**src/rtl/chess_turn_ctrl.sv**
```systemverilog
// Turn controller for a two-player chess timer: button edge detection, game FSM,
// timer enables and loss-on-time flags. Optional half-move counter: MOVE_COUNTER_EN.
module chess_turn_ctrl (
   input  logic       clk,
   input  logic       rst,
   input  logic       btn_p1,
   input  logic       btn_p2,
   input  logic       btn_pause,
   input  logic       btn_set,
   input  logic       btn_min,
   input  logic       p1_zero,
   input  logic       p2_zero,
   output logic       en_p1,
   output logic       en_p2,
   output logic       set_out,
   output logic       min_out,
   output logic       stop_out,
   output logic [1:0] turn,
   output logic       flag_p1,
   output logic       flag_p2
`ifdef MOVE_COUNTER_EN
   ,
   output logic [7:0] move_count
`endif
);

   typedef enum logic [2:0] {
      ST_SETUP   = 3'd0,
      ST_READY   = 3'd1,
      ST_RUN_P1  = 3'd2,
      ST_RUN_P2  = 3'd3,
      ST_PAUSED  = 3'd4,
      ST_FLAG    = 3'd5
   } state_t;

   localparam int B_P1    = 0;
   localparam int B_P2    = 1;
   localparam int B_PAUSE = 2;
   localparam int B_SET   = 3;
   localparam int B_MIN   = 4;

   state_t     state_q, state_d;
   logic       resume_q, resume_d;   // 0: resume P1, 1: resume P2
   logic       flag_p1_q, flag_p1_d;
   logic       flag_p2_q, flag_p2_d;
   logic       min_q, min_d;
   logic [4:0] btn_q;
   logic [4:0] btn_now;
   logic [4:0] press;
   logic       handoff;

`ifdef MOVE_COUNTER_EN
   logic [7:0] cnt_q, cnt_d;
`endif

   assign btn_now = {btn_min, btn_set, btn_pause, btn_p2, btn_p1};
   assign press   = btn_now & ~btn_q;

   // Button history tracks the live level, also while rst is high, so a button
   // held through reset never produces a press.
   always_ff @(posedge clk) begin
      btn_q <= btn_now;
      if (rst) begin
         state_q   <= ST_SETUP;
         resume_q  <= 1'b0;
         flag_p1_q <= 1'b0;
         flag_p2_q <= 1'b0;
         min_q     <= 1'b0;
      end else begin
         state_q   <= state_d;
         resume_q  <= resume_d;
         flag_p1_q <= flag_p1_d;
         flag_p2_q <= flag_p2_d;
         min_q     <= min_d;
      end
   end

`ifdef MOVE_COUNTER_EN
   always_ff @(posedge clk) begin
      if (rst) cnt_q <= 8'd0;
      else     cnt_q <= cnt_d;
   end
`endif

   always_comb begin
      state_d   = state_q;
      resume_d  = resume_q;
      flag_p1_d = flag_p1_q;
      flag_p2_d = flag_p2_q;
      min_d     = 1'b0;
      handoff   = 1'b0;
      case (state_q)
         ST_SETUP: begin
            min_d = press[B_MIN];
            if (press[B_SET]) state_d = ST_READY;
         end
         ST_READY: begin
            if (press[B_P2])       state_d = ST_RUN_P1;
            else if (press[B_SET]) state_d = ST_SETUP;
         end
         ST_RUN_P1: begin
            // Time-out wins over any button seen in the same cycle.
            if (p1_zero) begin
               state_d   = ST_FLAG;
               flag_p1_d = 1'b1;
            end else if (press[B_PAUSE]) begin
               state_d  = ST_PAUSED;
               resume_d = 1'b0;
            end else if (press[B_P1]) begin
               state_d = ST_RUN_P2;
               handoff = 1'b1;
            end
         end
         ST_RUN_P2: begin
            if (p2_zero) begin
               state_d   = ST_FLAG;
               flag_p2_d = 1'b1;
            end else if (press[B_PAUSE]) begin
               state_d  = ST_PAUSED;
               resume_d = 1'b1;
            end else if (press[B_P2]) begin
               state_d = ST_RUN_P1;
               handoff = 1'b1;
            end
         end
         ST_PAUSED: begin
            if (press[B_PAUSE])    state_d = resume_q ? ST_RUN_P2 : ST_RUN_P1;
            else if (press[B_SET]) state_d = ST_SETUP;
         end
         ST_FLAG: begin
            if (press[B_SET]) begin
               state_d   = ST_SETUP;
               flag_p1_d = 1'b0;
               flag_p2_d = 1'b0;
            end
         end
         default: state_d = ST_SETUP;
      endcase
   end

`ifdef MOVE_COUNTER_EN
   always_comb begin
      cnt_d = cnt_q;
      if (state_d == ST_SETUP && state_q != ST_SETUP) cnt_d = 8'd0;
      else if (handoff && cnt_q != 8'hFF)             cnt_d = cnt_q + 8'd1;
   end
   assign move_count = cnt_q;
`else
   logic unused_handoff;
   assign unused_handoff = handoff;
`endif

   always_comb begin
      en_p1    = (state_q == ST_RUN_P1);
      en_p2    = (state_q == ST_RUN_P2);
      set_out  = (state_q == ST_SETUP);
      stop_out = (state_q == ST_PAUSED);
      turn     = {en_p2, en_p1};
      min_out  = min_q;
      flag_p1  = flag_p1_q;
      flag_p2  = flag_p2_q;
   end

endmodule

```
**config.mk**
```make
export PLATFORM = sky130hd
export DESIGN_NAME = chess_turn_ctrl
export DESIGN_NICKNAME = d
export VERILOG_FILES = /design/src/rtl/chess_turn_ctrl.sv
export SDC_FILE = /design/constraint.sdc
export NUM_CORES = 1
export LEC_CHECK = 0
export BUFFER_PORTS_ARGS = -buffer_cell sky130_fd_sc_hd__buf_2
export CAP_MARGIN = 10
export CORE_MARGIN = 5
export CORE_UTILIZATION = 40
export DETAILED_ROUTE_END_ITERATION = 10
export GPL_ROUTABILITY_DRIVEN = 0
export HOLD_SLACK_MARGIN = 0.03
export PLACE_DENSITY_LB_ADDON = 0.2
export SLEW_MARGIN = 20
export SYNTH_ARGS = -nofsm -noshare
export SYNTH_HDL_FRONTEND = slang
export SYNTH_SLANG_ARGS = --single-unit
```
**constraint.sdc**
```tcl
create_clock -name clk -period 2 [get_ports clk]
set_clock_uncertainty 0.2 [all_clocks]
set_input_delay 0.4 -clock clk [delete_from_list [all_inputs] [get_ports clk]]
set_output_delay 0.4 -clock clk [all_outputs]
set_load 0.01 [all_outputs]
```
After elaboration in Yosys (flattened, before gate mapping). Index checks and enable logic that the tools add are counted. W data, S select, Z words.

Eq/ne operators: 15. Mux-type cells: 22. Bitwise operators: 3. Reduce and logical (&&, ||, !) cells: 9.

Operators by type and width (count): $mux W3 (10); $pmux W3 S6 (1); $ne A2 B2 Y1 const B (5); $reduce_and A3 Y1 (3); $mux W1 (8); $ne A4 B2 Y1 const B (2); $eq A3 B2 Y1 const B (2); $eq A3 B3 Y1 const B (2); $ne A2 B1 Y1 const B (3); $pmux W1 S2 (3); $reduce_bool A2 Y1 (3); $and A5 B5 Y5 (1); $not A5 Y5 (1); $reduce_and A5 Y1 (1); $eq A3 B1 Y1 const B (1); $logic_not A3 Y1 (1); $reduce_or A2 Y1 (1); $not A1 Y1 (1).

Bits in registers: 12. Input bits: 9. Logic and storage cells: 55.

Longest topological paths before layout. Gate-level depths: netlist of run 1.

Word-level depth: 6. Depth in mapped cells: 5.

Worst setup path before layout of run 1. No wires, ideal clock.

Kind: register to output. Start: register state_q[0]. End: output port turn[1]. Data arrival time: 0.972 ns. Setup slack: 0.428 ns. Stages on the path, launching flop included: 5. Path buffers: 2. Path through: dfxtp_1 buf_2 inv_1 nor2_1 buf_4.

Longest elaborated chain between the ends: 1.

Ends and longest elaborated chain: start, declared (RTL line 42) `state_t state_q, state_d;`; start signal, assigned (RTL line 70) `state_q <= state_d;`; $eq A3 B2 Y1 (RTL line 155) `en_p2 = (state_q == ST_RUN_P2);`; end, declared (RTL line 18) `output logic [1:0] turn,`.

No other way between the ends.

Final worst setup path of run 1.
Start: register state_q[1]. End: output port en_p2.

Longest elaborated chain between the ends: 1.

Ends and longest elaborated chain: $eq A3 B2 Y1 (RTL line 155); end, declared (RTL line 14) `output logic en_p2,`.

No other way between the ends.

==> flow_results.xml, run 1 <==
<?xml version="1.0" encoding="UTF-8"?>
<metrics>
  <group name="setup_path">
    <metric name="worst_r2r_endpoint" unit="">state_q[0]</metric>
    <metric name="critical_path.reg2reg.startpoint" unit="">state_q[1]</metric>
    <metric name="ordered_cell_list_for_the_critical_path" unit="">nand2b_4, nor2_1, buf_2</metric>
    <metric name="cp_max_fo" unit="">8</metric>
    <metric name="critPathCaptureType" unit="">output pin</metric>
    <metric name="crit_path_top_delay_cell" unit="">dfxtp_1</metric>
    <metric name="worst_path_largest_cell_delay" unit="ps">510</metric>
    <metric name="critical_setup_path_class" unit="">reg -&gt; out</metric>
    <metric name="worst_path_dominant_cell_family" unit="">flip-flops</metric>
    <metric name="timing.critical_path.arrival" unit="ps">1240</metric>
    <metric name="crit_buf_inv" unit="">1</metric>
    <metric name="rr_worst_depth" unit="">4</metric>
    <metric name="worstPathRequired" unit="ps">1400</metric>
    <metric name="element_type_at_the_critical_path_start" unit="">flip-flop</metric>
    <metric name="reg2reg_slack" unit="ps">360</metric>
  </group>
  <group name="place">
    <metric name="dp.cells" unit="">96</metric>
    <metric name="dp_hpwl" unit="um">939</metric>
    <metric name="io_buffers" unit="">17</metric>
  </group>
  <group name="floorplanning">
    <metric name="rows" unit="">13</metric>
    <metric name="initial_standard_cell_utilization_of_the_core" unit="%">43.4</metric>
    <metric name="chipWidth" unit="um">48.1</metric>
    <metric name="design.core.area" unit="mm2">0.00133</metric>
    <metric name="floorplan_die_area" unit="mm2">0.00231</metric>
    <metric name="floorplan.io_pins" unit="">18</metric>
    <metric name="die_y" unit="um">48.1</metric>
  </group>
  <group name="synthesis">
    <metric name="mappedNetlistNets" unit="">77</metric>
    <metric name="post_synthesis_mean_instance_area" unit="um2">8.52</metric>
    <metric name="netlist_area" unit="um2">579</metric>
    <metric name="synth_seq_cells" unit="">12</metric>
    <metric name="synth_cell_type_count" unit="">28</metric>
    <metric name="synthesis.instances" unit="">68</metric>
    <metric name="yosys_warnings" unit="">0</metric>
    <metric name="synth_seq_area_share" unit="%">41.5</metric>
  </group>
  <group name="sta">
    <metric name="totalNegativeSetupSlack" unit="ps">0</metric>
    <metric name="setup_viol" unit="">0</metric>
    <metric name="maxSlewViolCount" unit="">0</metric>
    <metric name="timing_worst_slew_pin_value" unit="ps">353</metric>
    <metric name="grt_setup_unrepaired" unit="">false</metric>
    <metric name="final_period_minus_worst_setup_slack" unit="ps">1840</metric>
    <metric name="timing_hold_violations_final" unit="">0</metric>
    <metric name="finalCritPeriodShare" unit="%">92.2</metric>
    <metric name="fmax" unit="MHz">542</metric>
    <metric name="slew_headroom" unit="%">76.2</metric>
  </group>
  <group name="route">
    <metric name="routed_via_density" unit="">5.11</metric>
    <metric name="drt_pre_antenna_iters" unit="">4</metric>
    <metric name="drt_wl_total" unit="um">1250</metric>
    <metric name="dr.first_iter.drc_count" unit="">19</metric>
    <metric name="via_count" unit="">526</metric>
    <metric name="drc" unit="">0</metric>
    <metric name="detail_route.wl_per_cell" unit="um">12.1</metric>
    <metric name="drtAntennaViolNets" unit="">0</metric>
  </group>
  <group name="clock_tree">
    <metric name="root_buffer" unit="">clkbuf_4</metric>
    <metric name="cts.path.max_buffers" unit="">2</metric>
    <metric name="number_of_post_cts_setup_repair_buffers" unit="">0</metric>
    <metric name="cts_tree" unit="">yes</metric>
    <metric name="ctsHtreeMaxLevel" unit="">1</metric>
    <metric name="clkSlewWorstSetupHoldPaths" unit="ps">80</metric>
    <metric name="cts_made_buffers" unit="">3</metric>
    <metric name="worstSkewPairLatency" unit="ps">280</metric>
    <metric name="clock_tree_sinks" unit="">12</metric>
  </group>
  <group name="finish">
    <metric name="multiInputGateArea" unit="um2">293</metric>
    <metric name="antennaDiodeCount" unit="">0</metric>
    <metric name="n_fill_cell" unit="">129</metric>
    <metric name="fraction_of_layout_instances_using_a_drive_strength_above_1" unit="%">28.4</metric>
    <metric name="area.growth.synth_to_final" unit="%">24.2</metric>
    <metric name="fin_nets" unit="">98</metric>
    <metric name="register_area" unit="um2">241</metric>
    <metric name="stdcell_count" unit="">103</metric>
  </group>
  <group name="hold_path">
    <metric name="timing.hold.worst.start" unit="">btn_set</metric>
    <metric name="holdCritPathClass" unit="">in -&gt; reg</metric>
    <metric name="min_path_cells" unit="">1</metric>
    <metric name="worstHoldEndpoint" unit="">btn_q[3]</metric>
  </group>
  <group name="grt">
    <metric name="grtUsageMet3" unit="%">7.14</metric>
    <metric name="grt_first_pass_wirelength" unit="um">2040</metric>
    <metric name="grt_start_max_net_pins" unit="">11</metric>
    <metric name="global_route.peak_usage_layer" unit="">met2</metric>
    <metric name="grt_pass1_vias" unit="">468</metric>
    <metric name="grtUsageMet2" unit="%">17.2</metric>
    <metric name="grt_antenna_before_repair" unit="">0</metric>
    <metric name="grt_overflow" unit="">0</metric>
    <metric name="gr-usage-all-layers" unit="%">13.0</metric>
    <metric name="groute.layer.met1.usage" unit="%">17.1</metric>
  </group>
  <group name="power_and_ir_drop">
    <metric name="leakage" unit="nW">0.303</metric>
    <metric name="ir_worst_vdd" unit="mV">0.394</metric>
    <metric name="power.density_cell_area" unit="mW/mm2">713</metric>
    <metric name="report.power.total" unit="uW">513</metric>
  </group>
  <group name="run">
    <metric name="maxCapViolCount" unit="">0</metric>
  </group>
  <group name="status">
    <metric name="status" unit="">finished clean</metric>
  </group>
</metrics>
## placed cells by master, fill, tap and decap left out, types with 2 or more instances in the layout
cell and count:
buf_2 17, dfxtp_1 11, a21oi_1 7, nor2_1 6, o21ai_0 5, inv_1 4, nor2b_1 4, nor3_1 3
nand2b_1 3, clkbuf_4 3, dlygate4sd3_1 3, or3_1 2, and3_1 2, nor4_1 2
## metal layers
metal	wire length, um	vias to the layer above	part of all wire, %
li1	-	285	-
met1	570	228	46
met2	587	11	47
met3	76	2	6.1
met4	12	0	0.96
met5	0	-	0
## power by group
part           switching (mW)  leakage (nW)  internal, mW
registers             0.00907        0.0993         0.249
clock network          0.0835        0.0210         0.111
logic                  0.0322         0.182        0.0286
total                   0.125         0.303         0.388
## worst register-to-register path, delay by kind of cell, from the launching register on
kind	cells	cell delay, ps
AND/OR/NAND/NOR	2	600
flip-flops	1	510
AO/OA/AOI/OAI	2	200
## synthesized netlist by cell type
cell type | n | area share, %
buf_6 | 1 | 1.9
nand2b_4 | 1 | 2.4
nand2_1 | 1 | 0.65
a31oi_1 | 1 | 1.1
o21ai_0 | 5 | 4.3
buf_4 | 2 | 2.6
a22oi_1 | 1 | 1.3
o22ai_1 | 1 | 1.1
or3_1 | 2 | 2.2
o311ai_0 | 1 | 1.5
a21oi_1 | 7 | 6.0
nor3b_1 | 1 | 1.3
nand3_1 | 1 | 0.86
or4_4 | 1 | 1.9
nor4_1 | 2 | 2.2
and2_1 | 1 | 1.1
nor2_1 | 6 | 3.9
dfxtp_1 | 12 | 41
nand2b_1 | 3 | 3.2
o211ai_2 | 1 | 2.2
a211oi_1 | 1 | 1.3
nor2b_1 | 4 | 4.3
buf_2 | 1 | 0.86
mux2i_1 | 1 | 1.7
and3_1 | 2 | 2.2
o31ai_1 | 1 | 1.3
inv_1 | 4 | 2.6
nor3_1 | 3 | 2.6
## worst max-delay path by stage
stage	cells past startpoint	slack [ps]	end	start
6_report	3	160	en_p2	state_q[1]
5_1_grt	2	40	set_out	state_q[1]
4_1_cts	3	90	en_p2	state_q[0]
3_5_place_dp	5	360	state_q[0]	btn_pause
3_3_place_gp	5	380	state_q[0]	btn_pause
2_1_floorplan	4	430	turn[1]	state_q[0]
## cells by family after synthesis
family / count (synthesis) / synth area share [%]
compound gates: 19 / 20.1
simple gates: 28 / 28.7
buf+inv: 8 / 7.99
mux: 1 / 1.73
flops: 12 / 41.5
## per-stage QoR
| stage | setup slack, ps | hold slack [ps] | util, % | area, um2 |
|---|---|---|---|---|
| after global placement | 376 | 276 | 48.9 | 652 |
| final | 155 | 51.6 | 53.9 | 719 |
| after detailed placement | 364 | 281 | 48.9 | 652 |
| after floorplan | 428 | 228 | - | 579 |
| after CTS | 86.5 | 41.6 | 53.8 | 718 |
| after global routing | 39.6 | 39.2 | 53.9 | 719 |
## final cells by class
cell class / instances / share of cell area [%]
multi-input cells: 48 / 40.7
repair buffers: 20 / 16.0
flip-flops and latches: 12 / 33.6
inverters: 4 / 2.09
clock buffers: 4 / 5.04
well taps: 15 / 2.61
## timing repair
item,4_1_cts,5_1_grt
hold buffers,3,0
resized for setup,0,1
endpoints found under the hold margin,3,0
setup endpoints to repair,0,2
## registers in the layout, summed over array words and instances (netlist names)
register  cells
resume_q      1
flag_p2       1
flag_p1       1
state_q       3
btn_q         5
min_out       1
(Power assumes the default switching activity.)
==> run 2: changes to the inputs <==
==> constraint.sdc (replaced) <==
create_clock -name clk -period 2.1 [get_ports clk]
set_clock_uncertainty 0.2 [all_clocks]
set_input_delay 0.105 -clock clk [delete_from_list [all_inputs] [get_ports clk]]
set_output_delay 0.105 -clock clk [all_outputs]
set_load 0.01 [all_outputs]
==> flow_results.xml, run 2 (synthesis results as in run 1) <==
<?xml version="1.0" encoding="UTF-8"?>
<metrics>
  <group name="status">
    <metric name="status" unit="">finished clean</metric>
  </group>
  <group name="finish">
    <metric name="layout.cells.most_common_list" unit="">17 x buf_2, 12 x dfxtp_1, 8 x dlygate4sd3_1</metric>
    <metric name="antennaDiodeCount" unit="">0</metric>
    <metric name="fraction_of_layout_instances_using_a_drive_strength_above_1" unit="%">25.0</metric>
    <metric name="layout_commonest_cell" unit="">buf_2</metric>
    <metric name="stdcell_count" unit="">107</metric>
    <metric name="reg_top3" unit="">btn_q x5, state_q x3</metric>
    <metric name="n_fill_cell" unit="">125</metric>
    <metric name="fin_nets" unit="">103</metric>
    <metric name="area.growth.synth_to_final" unit="%">30.2</metric>
    <metric name="max_reg_flops" unit="">5</metric>
    <metric name="registers.top_by_ff_count" unit="">btn_q</metric>
  </group>
  <group name="run">
    <metric name="maxCapViolCount" unit="">0</metric>
  </group>
  <group name="setup_path">
    <metric name="element_type_at_the_critical_path_start" unit="">flip-flop</metric>
    <metric name="worstPathRequired" unit="ps">1790</metric>
    <metric name="worst_path_largest_cell_delay" unit="ps">530</metric>
    <metric name="cp_max_fo" unit="">10</metric>
    <metric name="timing.critical_path.arrival" unit="ps">1320</metric>
    <metric name="critical_setup_path_class" unit="">reg -&gt; out</metric>
    <metric name="crit_path_top_delay_cell" unit="">dfxtp_1</metric>
    <metric name="worst_path_dominant_cell_family" unit="">flip-flops</metric>
    <metric name="crit_buf_inv" unit="">2</metric>
    <metric name="critPathCaptureType" unit="">output pin</metric>
    <metric name="ordered_cell_list_for_the_critical_path" unit="">inv_1, nor2_1, buf_2</metric>
  </group>
  <group name="grt">
    <metric name="grt_first_pass_wirelength" unit="um">2170</metric>
    <metric name="grt_overflow" unit="">0</metric>
    <metric name="grt_antenna_before_repair" unit="">0</metric>
    <metric name="gr-usage-all-layers" unit="%">14.6</metric>
    <metric name="grt_pass1_vias" unit="">494</metric>
    <metric name="grt_start_max_net_pins" unit="">11</metric>
  </group>
  <group name="route">
    <metric name="via_count" unit="">561</metric>
    <metric name="topRoutingLayerUsed" unit="">met4</metric>
    <metric name="drtAntennaViolNets" unit="">0</metric>
    <metric name="detail_route.wl_per_cell" unit="um">12.7</metric>
    <metric name="drt_wl_total" unit="um">1360</metric>
    <metric name="routed-wl-met3" unit="um">68</metric>
    <metric name="routed_via_density" unit="">5.24</metric>
    <metric name="drt_pre_antenna_iters" unit="">4</metric>
    <metric name="wl_met2" unit="um">650</metric>
    <metric name="met1_length" unit="um">601</metric>
    <metric name="dr.first_iter.drc_count" unit="">11</metric>
    <metric name="drc" unit="">0</metric>
  </group>
  <group name="clock_tree">
    <metric name="root_buffer" unit="">clkbuf_4</metric>
    <metric name="clkSlewWorstSetupHoldPaths" unit="ps">70</metric>
    <metric name="number_of_resized_instances_in_the_post_cts_repair_step" unit="">0</metric>
    <metric name="cts.path.max_buffers" unit="">2</metric>
    <metric name="cts_made_buffers" unit="">3</metric>
    <metric name="cts_tree" unit="">yes</metric>
    <metric name="ctsHtreeMaxLevel" unit="">1</metric>
    <metric name="number_of_post_cts_setup_repair_buffers" unit="">0</metric>
    <metric name="clock_tree_sinks" unit="">12</metric>
    <metric name="worstSkewPairLatency" unit="ps">280</metric>
  </group>
  <group name="sta">
    <metric name="maxSlewViolCount" unit="">0</metric>
    <metric name="grt_setup_unrepaired" unit="">false</metric>
    <metric name="slew_headroom" unit="%">76.6</metric>
    <metric name="timing_worst_slew_pin_value" unit="ps">351</metric>
    <metric name="totalNegativeSetupSlack" unit="ps">0</metric>
    <metric name="timing_hold_violations_final" unit="">0</metric>
    <metric name="finalCritPeriodShare" unit="%">77.3</metric>
    <metric name="fmax" unit="MHz">616</metric>
    <metric name="setup_viol" unit="">0</metric>
    <metric name="final_period_minus_worst_setup_slack" unit="ps">1620</metric>
    <metric name="fin_worst_hold_slack" unit="ps">270</metric>
  </group>
  <group name="floorplanning">
    <metric name="initial_standard_cell_utilization_of_the_core" unit="%">43.4</metric>
    <metric name="design.core.area" unit="mm2">0.00133</metric>
    <metric name="floorplan_die_area" unit="mm2">0.00231</metric>
    <metric name="floorplan.io_pins" unit="">18</metric>
    <metric name="chipWidth" unit="um">48.1</metric>
    <metric name="die_y" unit="um">48.1</metric>
    <metric name="rows" unit="">13</metric>
  </group>
  <group name="hold_path">
    <metric name="holdCritPathClass" unit="">in -&gt; reg</metric>
  </group>
  <group name="power_and_ir_drop">
    <metric name="power.density_cell_area" unit="mW/mm2">593</metric>
    <metric name="ir_worst_vdd" unit="mV">0.413</metric>
    <metric name="leakage" unit="nW">0.316</metric>
  </group>
  <group name="place">
    <metric name="dp_hpwl" unit="um">961</metric>
    <metric name="io_buffers" unit="">17</metric>
    <metric name="dp.cells" unit="">96</metric>
  </group>
</metrics>
==> run 2: cell count changes in the layout (fill, tap and decap cells not counted) <==
| cell | before | now |
|---|---|---|
| clkbuf_8 | 1 | 0 |
| dlygate4sd3_1 | 3 | 8 |
| dfxtp_1 | 11 | 12 |
| dfxtp_2 | 1 | 0 |
==> run 2: layout make-up <==
cell class	instances	area (um2)	area share [%]
Clock buffer	3	22.5	2.99
Inverter	4	15.0	1.99
Multi-Input combinational cell	48	293	38.8
Sequential cell	12	240	31.8
Timing Repair Buffer	25	165	21.9
Tap cell	15	18.8	2.49
==> run 2: repair_timing <==
action | 4_1_cts | 5_1_grt
endpoints found under the hold margin | 12 | 0
setup endpoints to repair | 0 | 0
hold buffers | 8 | 0
==> run 2: path summary, 6_finish.rpt <==
check        startpoint          to  slack [ps]  depth (start not counted)
min reg2reg    resume_q    resume_q         290                          2
min             btn_min    btn_q[4]         270                          2
max reg2reg  state_q[0]  state_q[2]         480                          4
max          state_q[0]     turn[1]         480                          3
==> run 2: metal layers <==
metal / vias to the layer above / GRT usage [%]
met5: - / 0
met4: 0 / 9.68
met3: 4 / 6.77
met2: 11 / 21.6
met1: 254 / 16.7
li1: 292 / -
==> run 2: power breakdown <==
part	internal, mW	switching [mW]	total [mW]
sequential	0.237	0.00925	0.246
clock	0.0664	0.0700	0.136
combinational	0.0333	0.0315	0.0648
==> run 2: metrics by stage <==
| step | cell area, um2 | util [%] | total power, mW | worst slack, ps |
|---|---|---|---|---|
| final | 754 | 56.6 | 0.447 | 476 |
| after global routing | 754 | 56.6 | 0.470 | 378 |
| after CTS | 754 | 56.6 | 0.453 | 479 |
| after detailed placement | 652 | 48.9 | 0.304 | 507 |
| after global placement | 652 | 48.9 | 0.304 | 496 |
| after floorplan | 579 | - | 0.282 | 556 |
